### src/rtl/hazard_controller_pkg.sv
// Shared definitions for the ID-stage hazard controller: MIPS opcode/funct
// constants, the halt word, controller state encoding, the shadow
// scoreboard slot and the decoded-instruction record.
package hazard_controller_pkg;

  localparam logic [5:0] OP_RTYPE = 6'h00;
  localparam logic [5:0] OP_BEQ   = 6'h04;
  localparam logic [5:0] OP_BNE   = 6'h05;
  localparam logic [5:0] OP_ADDI  = 6'h08;
  localparam logic [5:0] OP_ADDIU = 6'h09;
  localparam logic [5:0] OP_ANDI  = 6'h0C;
  localparam logic [5:0] OP_ORI   = 6'h0D;
  localparam logic [5:0] OP_XORI  = 6'h0E;
  localparam logic [5:0] OP_LW    = 6'h23;
  localparam logic [5:0] OP_SW    = 6'h2B;

  localparam logic [5:0] FN_SLL = 6'h00;
  localparam logic [5:0] FN_SRL = 6'h02;
  localparam logic [5:0] FN_SRA = 6'h03;
  localparam logic [5:0] FN_JR  = 6'h08;

  localparam logic [31:0] HALT_WORD = 32'hFFFF_FFFF;

  // Width of the drain countdown register
  localparam int DRAIN_W = 16;

  typedef enum logic [1:0] {
    RUN,
    DRAIN,
    HALTED
  } hz_state_e;

  typedef struct packed {
    logic       valid;
    logic [4:0] dest;
    logic       is_load;
  } shadow_slot_t;

  typedef struct packed {
    logic       uses_rs;
    logic       uses_rt;
    logic [4:0] rs;
    logic [4:0] rt;
    logic       has_dest;
    logic [4:0] dest;
    logic       is_load;
    logic       is_halt;
  } id_decode_t;

endpackage

### src/rtl/hazard_controller_if.sv
// Control bundle between the ID stage and the hazard controller.
//   master: pipeline side, drives id_instruction/branch_taken, receives controls
//   slave : hazard controller, receives instruction/branch, drives controls
interface hazard_controller_if #(
  parameter int CNT_W = 16
);
  logic [31:0]      id_instruction;
  logic             branch_taken;
  logic             control_mux;
  logic             pc_write;
  logic             if_id_write;
  logic             if_id_flush;
  logic             id_ex_flush;
  logic             halted;
  logic [CNT_W-1:0] stall_count;

  modport master (
    output id_instruction, branch_taken,
    input  control_mux, pc_write, if_id_write, if_id_flush, id_ex_flush,
           halted, stall_count
  );

  modport slave (
    input  id_instruction, branch_taken,
    output control_mux, pc_write, if_id_write, if_id_flush, id_ex_flush,
           halted, stall_count
  );
endinterface

### src/rtl/hazard_controller_decode.sv
// hazard_decode: purely combinational register-usage decode of one MIPS
// instruction. Ports:
//   instruction : 32-bit instruction word
//   dec         : {uses_rs, uses_rt, rs, rt, has_dest, dest, is_load, is_halt}
// A destination of $0 is reported as "no destination" so it can never hazard.
module hazard_decode
  import hazard_controller_pkg::*;
(
  input  logic [31:0] instruction,
  output id_decode_t  dec
);

  logic [5:0] op;
  logic [5:0] fn;

  always_comb begin
    op  = instruction[31:26];
    fn  = instruction[5:0];
    dec = '0;

    dec.rs      = instruction[25:21];
    dec.rt      = instruction[20:16];
    dec.uses_rs = !((op == OP_RTYPE) &&
                    ((fn == FN_SLL) || (fn == FN_SRL) || (fn == FN_SRA)));
    dec.uses_rt = (op == OP_RTYPE) || (op == OP_BEQ) ||
                  (op == OP_BNE)   || (op == OP_SW);

    if ((op == OP_RTYPE) && (fn != FN_JR)) begin
      dec.has_dest = 1'b1;
      dec.dest     = instruction[15:11];
    end else if ((op == OP_ADDI) || (op == OP_ADDIU) || (op == OP_ANDI) ||
                 (op == OP_ORI)  || (op == OP_XORI)  || (op == OP_LW)) begin
      dec.has_dest = 1'b1;
      dec.dest     = instruction[20:16];
    end
    if (dec.dest == 5'd0) dec.has_dest = 1'b0;

    dec.is_load = (op == OP_LW);
    dec.is_halt = (instruction == HALT_WORD);
  end

endmodule

### src/rtl/hazard_controller.sv
// hazard_controller: ID-stage pipeline sequencer for the 5-stage MIPS core.
// Tracks in-flight destinations in EX/MEM shadow slots, stalls on RAW or
// load-use hazards, flushes on taken branches and drains on the halt word.
// Ports:
//   clk   : core clock, rising edge
//   reset : asynchronous active-high reset; all outputs forced 0 while high
//   hz    : slave side of hazard_controller_if (instruction, branch_taken,
//           control_mux, pc_write, if_id_write, flushes, halted, stall_count)
module hazard_controller
  import hazard_controller_pkg::*;
#(
  parameter int FORWARDING   = 1,
  parameter int DRAIN_CYCLES = 4,
  parameter int CNT_W        = 16
) (
  input  logic               clk,
  input  logic               reset,
  hazard_controller_if.slave hz
);

  hz_state_e          state, state_nxt;
  shadow_slot_t       ex_slot, mem_slot, id_slot;
  id_decode_t         dec;
  logic [DRAIN_W-1:0] drain_cnt;
  logic [CNT_W-1:0]   stall_cnt;
  logic               hit_ex, hit_mem, hazard;
  logic               in_run, flush, halt_go, stall, issue;

  hazard_decode u_decode (
    .instruction (hz.id_instruction),
    .dec         (dec)
  );

  always_comb begin
    hit_ex  = ex_slot.valid &&
              ((dec.uses_rs && (ex_slot.dest == dec.rs)) ||
               (dec.uses_rt && (ex_slot.dest == dec.rt)));
    hit_mem = mem_slot.valid &&
              ((dec.uses_rs && (mem_slot.dest == dec.rs)) ||
               (dec.uses_rt && (mem_slot.dest == dec.rt)));
    hazard  = (FORWARDING != 0) ? (hit_ex && ex_slot.is_load) : (hit_ex || hit_mem);

    // Priority: branch > halt > hazard; only meaningful in RUN
    in_run  = (state == RUN);
    flush   = in_run && hz.branch_taken;
    halt_go = in_run && !hz.branch_taken && dec.is_halt;
    stall   = in_run && !hz.branch_taken && !dec.is_halt && hazard;
    issue   = in_run && !hz.branch_taken && !dec.is_halt && !hazard;

    id_slot         = '0;
    id_slot.valid   = dec.has_dest;
    id_slot.dest    = dec.dest;
    id_slot.is_load = dec.is_load;
  end

  always_ff @(posedge clk or posedge reset) begin
    if (reset) state <= RUN;
    else       state <= state_nxt;
  end

  // The entry edge counts as the first drain edge, so halted rises exactly
  // DRAIN_CYCLES edges after the halt word is seen in ID.
  always_comb begin
    state_nxt = state;
    unique case (state)
      RUN:     if (halt_go) state_nxt = (DRAIN_CYCLES <= 1) ? HALTED : DRAIN;
      DRAIN:   if (drain_cnt <= DRAIN_W'(1)) state_nxt = HALTED;
      HALTED:  state_nxt = HALTED;
      default: state_nxt = RUN;
    endcase
  end

  always_ff @(posedge clk or posedge reset) begin
    if (reset) begin
      ex_slot   <= '0;
      mem_slot  <= '0;
      drain_cnt <= '0;
      stall_cnt <= '0;
    end else begin
      mem_slot <= ex_slot;
      ex_slot  <= issue ? id_slot : '0;
      if (halt_go)
        drain_cnt <= DRAIN_W'(DRAIN_CYCLES - 1);
      else if (state == DRAIN)
        drain_cnt <= drain_cnt - DRAIN_W'(1);
      if (stall && (stall_cnt != '1))
        stall_cnt <= stall_cnt + CNT_W'(1);
    end
  end

  always_comb begin
    hz.control_mux = 1'b0;
    hz.pc_write    = 1'b0;
    hz.if_id_write = 1'b0;
    hz.if_id_flush = 1'b0;
    hz.id_ex_flush = 1'b0;
    hz.halted      = 1'b0;
    hz.stall_count = '0;
    if (!reset) begin
      hz.stall_count = stall_cnt;
      if (flush) begin
        hz.if_id_flush = 1'b1;
        hz.id_ex_flush = 1'b1;
        hz.pc_write    = 1'b1;
        hz.if_id_write = 1'b1;
      end else if (issue) begin
        hz.control_mux = 1'b1;
        hz.pc_write    = 1'b1;
        hz.if_id_write = 1'b1;
      end
      hz.halted = (state == HALTED);
    end
  end

endmodule

### src/flat_wrapper.sv
// flat-port wrapper written by rule: the top's interface ports become plain ports
module hazard_controller_flat import hazard_controller_pkg::*;
#(
  parameter int FORWARDING   = 1,
  parameter int DRAIN_CYCLES = 4,
  parameter int CNT_W        = 16
)
  (clk, reset, hz_id_instruction, hz_branch_taken, hz_control_mux, hz_pc_write, hz_if_id_write, hz_if_id_flush, hz_id_ex_flush, hz_halted, hz_stall_count);
  hazard_controller_if #(.CNT_W(CNT_W)) hz_i ();
  input  logic clk;
  input  logic reset;
  input wire logic [$bits(hz_i.id_instruction)-1:0] hz_id_instruction;
  input wire logic [$bits(hz_i.branch_taken)-1:0] hz_branch_taken;
  output wire logic [$bits(hz_i.control_mux)-1:0] hz_control_mux;
  output wire logic [$bits(hz_i.pc_write)-1:0] hz_pc_write;
  output wire logic [$bits(hz_i.if_id_write)-1:0] hz_if_id_write;
  output wire logic [$bits(hz_i.if_id_flush)-1:0] hz_if_id_flush;
  output wire logic [$bits(hz_i.id_ex_flush)-1:0] hz_id_ex_flush;
  output wire logic [$bits(hz_i.halted)-1:0] hz_halted;
  output wire logic [$bits(hz_i.stall_count)-1:0] hz_stall_count;
  assign hz_i.id_instruction = hz_id_instruction;
  assign hz_i.branch_taken = hz_branch_taken;
  assign hz_control_mux = hz_i.control_mux;
  assign hz_pc_write = hz_i.pc_write;
  assign hz_if_id_write = hz_i.if_id_write;
  assign hz_if_id_flush = hz_i.if_id_flush;
  assign hz_id_ex_flush = hz_i.id_ex_flush;
  assign hz_halted = hz_i.halted;
  assign hz_stall_count = hz_i.stall_count;
  hazard_controller #(.FORWARDING(FORWARDING), .DRAIN_CYCLES(DRAIN_CYCLES), .CNT_W(CNT_W)) u_core (.clk(clk), .reset(reset), .hz(hz_i));
endmodule
### config.mk
export PLATFORM = sky130hd
export DESIGN_NAME = hazard_controller_flat
export DESIGN_NICKNAME = d
export VERILOG_FILES = /design/src/rtl/hazard_controller_pkg.sv /design/src/rtl/hazard_controller_if.sv /design/src/rtl/hazard_controller_decode.sv /design/src/rtl/hazard_controller.sv /design/src/flat_wrapper.sv
export SDC_FILE = /design/constraint.sdc
export NUM_CORES = 1
export LEC_CHECK = 0
export CORE_MARGIN = 2
export CORE_UTILIZATION = 55
export DETAILED_ROUTE_END_ITERATION = 16
export PLACE_DENSITY = 0.87
export SLEW_MARGIN = 20
export SYNTH_ARGS = -nofsm -noshare
export SYNTH_HDL_FRONTEND = slang
export SYNTH_SLANG_ARGS = --single-unit
export TNS_END_PERCENT = 1
### constraint.sdc
create_clock -name clk -period 3.5 [get_ports clk]
set_input_delay 0.7 -clock clk [delete_from_list [all_inputs] [get_ports clk]]
set_output_delay 0.7 -clock clk [all_outputs]
set_load 0.02 [all_outputs]
# Yosys cells after proc, flatten, opt, wreduce, memory -nomap -nowiden
# Cells that the tools add are included.
# word_totals
reg_bits,41
inputBits,35
output_inout_bits,22
elab_cells,81
# op_classes
addsub,2
n_lt_le_gt_ge,1
eq_ne,20
mux,18
n_reduce_logical,34
# ops
cell,count
$mux 16,3
$eq 32x32->1 const B,1
$eq 6x4->1 const B,5
$add 16x1->16 const B,1
$le 16x1->1 const B,1
$ne 16x16->1 const B,1
$sub 16x1->16 const B,1
$logic_and 1x1->1,13
$eq 6x2->1 const B,2
$eq 6x3->1 const B,2
$eq 6x6->1 const B,2
$logic_not 6->1,2
$mux 6,2
$logic_or 1x1->1,11
$eq 5x5->1,2
$mux 1,9
$mux 7,1
$ne 6x4->1 const B,1
$pmux 2 s3,1
$logic_not 5->1,1
$logic_not 1->1,4
$mux 2,2
$eq 2x1->1 const B,1
$eq 2x2->1 const B,1
other kinds (5),5

# Depth between registers and ports, before layout
# depth
depth_word,14
mapped_depth,8
depth_no_buf,7

# Cells and area by module
# Synthesis repeated with hierarchy kept, for this count alone.
# unflattened
hier_cells,282
hier_area_um2,2602.5
# modules_own_cells
mod,instances,cells_per_inst,area_per_inst_um2,seq_area_each_um2
hazard_controller,1,229,2249.7,1026.0
hazard_decode,1,53,352.8,0.0

# Worst setup path after synthesis
# No wires, ideal clock.
# synth_timing
path_kind,input to output
start,input port reset
end,output port hz_pc_write
t_arrival_ps,2527
t_required_ps,2800
path_slack_ps,273
cell_stages,4
n_path_buf,1
cell_sequence,inv_1 and3_1 o21bai_1 buf_4
# synth_between
elab_chain_len,1
# synth_lines
element,line_no,text
"start, declared",flat_wrapper.sv:11,input logic reset;
$mux 1,--,
"end, declared",flat_wrapper.sv:15,output wire logic [$bits(hz_i.pc_write)-1:0] hz_pc_write;
# Every way passes these cells.

# Final worst setup path
# layout_timing
start,input port hz_id_instruction[21]
end,output port hz_if_id_write
# layout_between
elab_chain_len,10
word_cells_on_any_way,13
# layout_lines
element,line_no,text
"start, declared",flat_wrapper.sv:12,input wire logic [$bits(hz_i.id_instruction)-1:0] hz_id_instruction;
$eq 5x5->1,hazard_controller.sv:36,((dec.uses_rs && (ex_slot.dest == dec.rs)) ||
$logic_and 1x1->1,hazard_controller.sv:36,
$logic_or 1x1->1,hazard_controller.sv:36,
$logic_and 1x1->1,hazard_controller.sv:35,hit_ex = ex_slot.valid &&
$logic_and 1x1->1,hazard_controller.sv:41,hazard = (FORWARDING != 0) ? (hit_ex && ex_slot.is_load) : (hit_ex || hit_mem);
$logic_not 1->1,hazard_controller.sv:48,issue = in_run && !hz.branch_taken && !dec.is_halt && !hazard;
$logic_and 1x1->1 (*),hazard_controller.sv:48,
$mux 1 (*),hazard_controller.sv:106,end else if (issue) begin
$mux 1 (*),hazard_controller.sv:101,if (flush) begin
$mux 1 (*),hazard_controller.sv:99,if (!reset) begin
"end, declared",flat_wrapper.sv:16,output wire logic [$bits(hz_i.if_id_write)-1:0] hz_if_id_write;
# Every way passes the cells marked *; elsewhere a longest branch is shown, timed or not.

==> metrics <==
fraction of layout instances using a drive strength above 1 0.1273; number of different library cells in the post-synthesis netlist 44; required time at the endpoint of the critical path 2.80 ns; Avg Vias per Cell 5.599; start-to-end type of the worst setup path input pin to primary output; final sum of negative setup slack 0 ns; buffers inserted by post-CTS timing repair 0; Final #Nets 371; Starting Density 0.5805; Power Dens Cells 295.4 mW/mm^2; htree depth 2; Placement Rows 24; DRC violations left 0; die extent in y 72.26 um; Tot GR Track Use 0.2416; total of endpoints with negative setup slack in the final report 0; number of antenna repair diodes 0; startpoint of the lowest-slack register-to-register path u_core.ex_slot[1]$_DFF_PP0_; vias in the first global route 2151; Peak VDD IR 246.9 uV; 1st-iter DRT viols 119; routability congestion estimate from global placement around 0.94; clock latency on the worst-skew pair 0.30 ns; antenna violations before repair 0; Worst Slack Setup Final ~0.21 ns; number of sinks handled by clock tree synthesis slightly above 40; highest-count cells in the layout ignoring fill and taps sky130_fd_sc_hd__clkdlybuf4s50_1, sky130_fd_sc_hd__dfrtp_1, sky130_fd_sc_hd__nor2_1; max capacitance violation total 0; most common library cell in the layout ignoring fill and taps sky130_fd_sc_hd__clkdlybuf4s50_1; overflow left after global routing 0; register area share after synthesis 0.4004; pre-CTS setup slack -0.05900 ns; clock tree root buffer cell sky130_fd_sc_hd__clkbuf_8; depth of the worst hold-timing path 1; CTS tree built; data arrival time at the worst-slack endpoint ~2.6 ns; # hold bufs at CTS 0; Crit. End Element primary output; timing-limited maximum frequency 304.4 MHz; area inside the core boundary 0.004414 mm^2; number of nets with antenna violations after routing 0; total wire length 5837 um; period utilization 0.9386; leakage component of the power 0.001382 uW; Register-to-Register Path Depth 7; area enclosed by the die boundary 0.005221 mm^2; clock tree skew after final layout between 0.004 and 0.005 ns; leading register cell type out of synthesis sky130_fd_sc_hd__dfrtp_1; gate count of the mapped netlist 264; final count of hold timing violations 0; Port-buffer cells 56; Netlist Area Pre-Place roughly 0.0026 mm^2; synthesis-to-layout area growth 30.18%; pin count of the biggest net entering global routing 42; Tightest Pin Transition between 0.5 and 0.6 ns; final slew viol count 0; Avg Synthesized Cell Area 9.706 um^2; fin util 0.7557; per-cell routed wire length 15.28 um; Worst Hold Path EP u_core.stall_cnt[9]$_DFFE_PP0P_; number of warnings reported in the yosys synthesis log 0; buffer levels on the longest clock path 2; I/O pin cnt 57; DP HPWL 4258 um; wire length of the first global-routing pass about 9800 um; Min Clock Period, post-route 3.285 ns; number of flops mapped to enable cells by yosys 0; type of origin of the critical path input pin; register-to-register setup slack 1.35 ns; capture point of the worst reg-to-reg path u_core.stall_cnt[1]$_DFFE_PP0P_; number of storage elements in the synthesis netlist between 40 and 50; ys async rst share 1.000; worst min-delay path class flip-flop to flip-flop; status finished clean; maximum fanout along the worst path 3; Clock Pin Slew Worst Setup and Hold Paths approximately 0.080 ns; 1st-pass router iterations 4; Inserted Clock Buffers 5; Hold Startpoint u_core.stall_cnt[9]$_DFFE_PP0P_; horizontal extent of the die 72.26 um; RSZ-0062 raised after global routing no; number of gates resized after cts 2; normalized max-slew margin 0.6385; number of vias after detailed routing about 2100; net count after synthesis 306
how the worst max path moves through the flow:
stage / from / endpoint / slack [ns] / cells past startpoint
6_report: hz_id_instruction[21] / hz_if_id_write / 0.21 / 8
5_1_grt: hz_id_instruction[21] / hz_pc_write / 0.11 / 8
4_1_cts: hz_id_instruction[21] / hz_control_mux / 0.06 / 8
3_5_place_dp: hz_id_instruction[27] / hz_if_id_write / -0.06 / 8
3_3_place_gp: hz_id_instruction[21] / hz_if_id_write / 0.05 / 8
2_1_floorplan: reset / hz_pc_write / 0.27 / 4
critical path: stages:
cell and delay [ns]:
sky130_fd_sc_hd__clkdlybuf4s50_1 0.44, sky130_fd_sc_hd__xor2_1 0.17, sky130_fd_sc_hd__nor4_1 0.30, sky130_fd_sc_hd__o21ai_1 0.13
sky130_fd_sc_hd__o31a_4 0.29, sky130_fd_sc_hd__nand2_1 0.12, sky130_fd_sc_hd__o21bai_1 0.10, sky130_fd_sc_hd__dlygate4sd2_1 0.33
final cells by class:
cell class	count	area [um^2]
tap	52	65.06
timing repair buffer	66	635.6
inverter	8	30.03
clock buffer	6	82.58
fill	299	1079
sequential	41	1026
clock inverter	2	37.54
multi-input combinational	207	1459
per-layer routing:
layer,part of all wire,up-vias,global-route usage
met5,0,-,0
met1,0.44,1017,0.3118
met2,0.48,62,0.4016
li1,-,1051,-
met4,0.017,0,0.08805
met3,0.059,9,0.05139
where the power goes:
part | total [uW] | internal (uW) | switching [uW]
sequential | 476 | 475 | 1.08
clock | 402 | 232 | 170
combinational | 107 | 54.5 | 52.7
state kept, by name, indices dropped and copies added (netlist names):
name	flops
u_core.stall_cnt	16
u_core.ex_slot	7
u_core.drain_cnt	16
u_core.state	2
Yosys cell counts (all sizes together) (3+ instances only):
master	number	area, um^2
a22oi	5	37.54
and3	3	18.77
buf	4	31.27
clkbuf	4	16.26
dfrtp	41	1026
ha	7	87.58
inv	8	30.03
mux2	3	33.78
nand2	17	63.81
nand3	9	57.56
nand4	11	68.82
nor2	34	127.6
nor2b	18	112.6
nor3	18	146.4
nor3b	3	32.53
nor4	9	87.58
o21ai	8	40.03
or4	4	37.53
xnor2	11	96.34
xor2	28	245.2
kinds of logic after synthesis:
group,after synthesis,synth area share
AND/OR/NAND/NOR,136,0.3281
flip-flops,41,0.4004
AO/OA/AOI/OAI,22,0.06055
XOR/XNOR,39,0.1333
buffers and inverters,16,0.03027
adder cells (fa/ha/maj),7,0.03418
multiplexers,3,0.01318
stage by stage:
| step | power, uW | cell area (um^2) | instances | hold slack, ns |
|---|---|---|---|---|
| after floorplan | 524.7 | 2562 | 264 | 0.4474 |
| after global placement | 592.0 | 3216 | 374 | 0.4713 |
| after detailed placement | 593.4 | 3216 | 374 | 0.4763 |
| after CTS | 991.5 | 3333 | 382 | 0.4889 |
| after global routing | 1017 | 3336 | 382 | 0.5088 |
| final | 985.3 | 3336 | 382 | 0.4890 |
No activity file was read; power rests on OpenSTA's default activity.
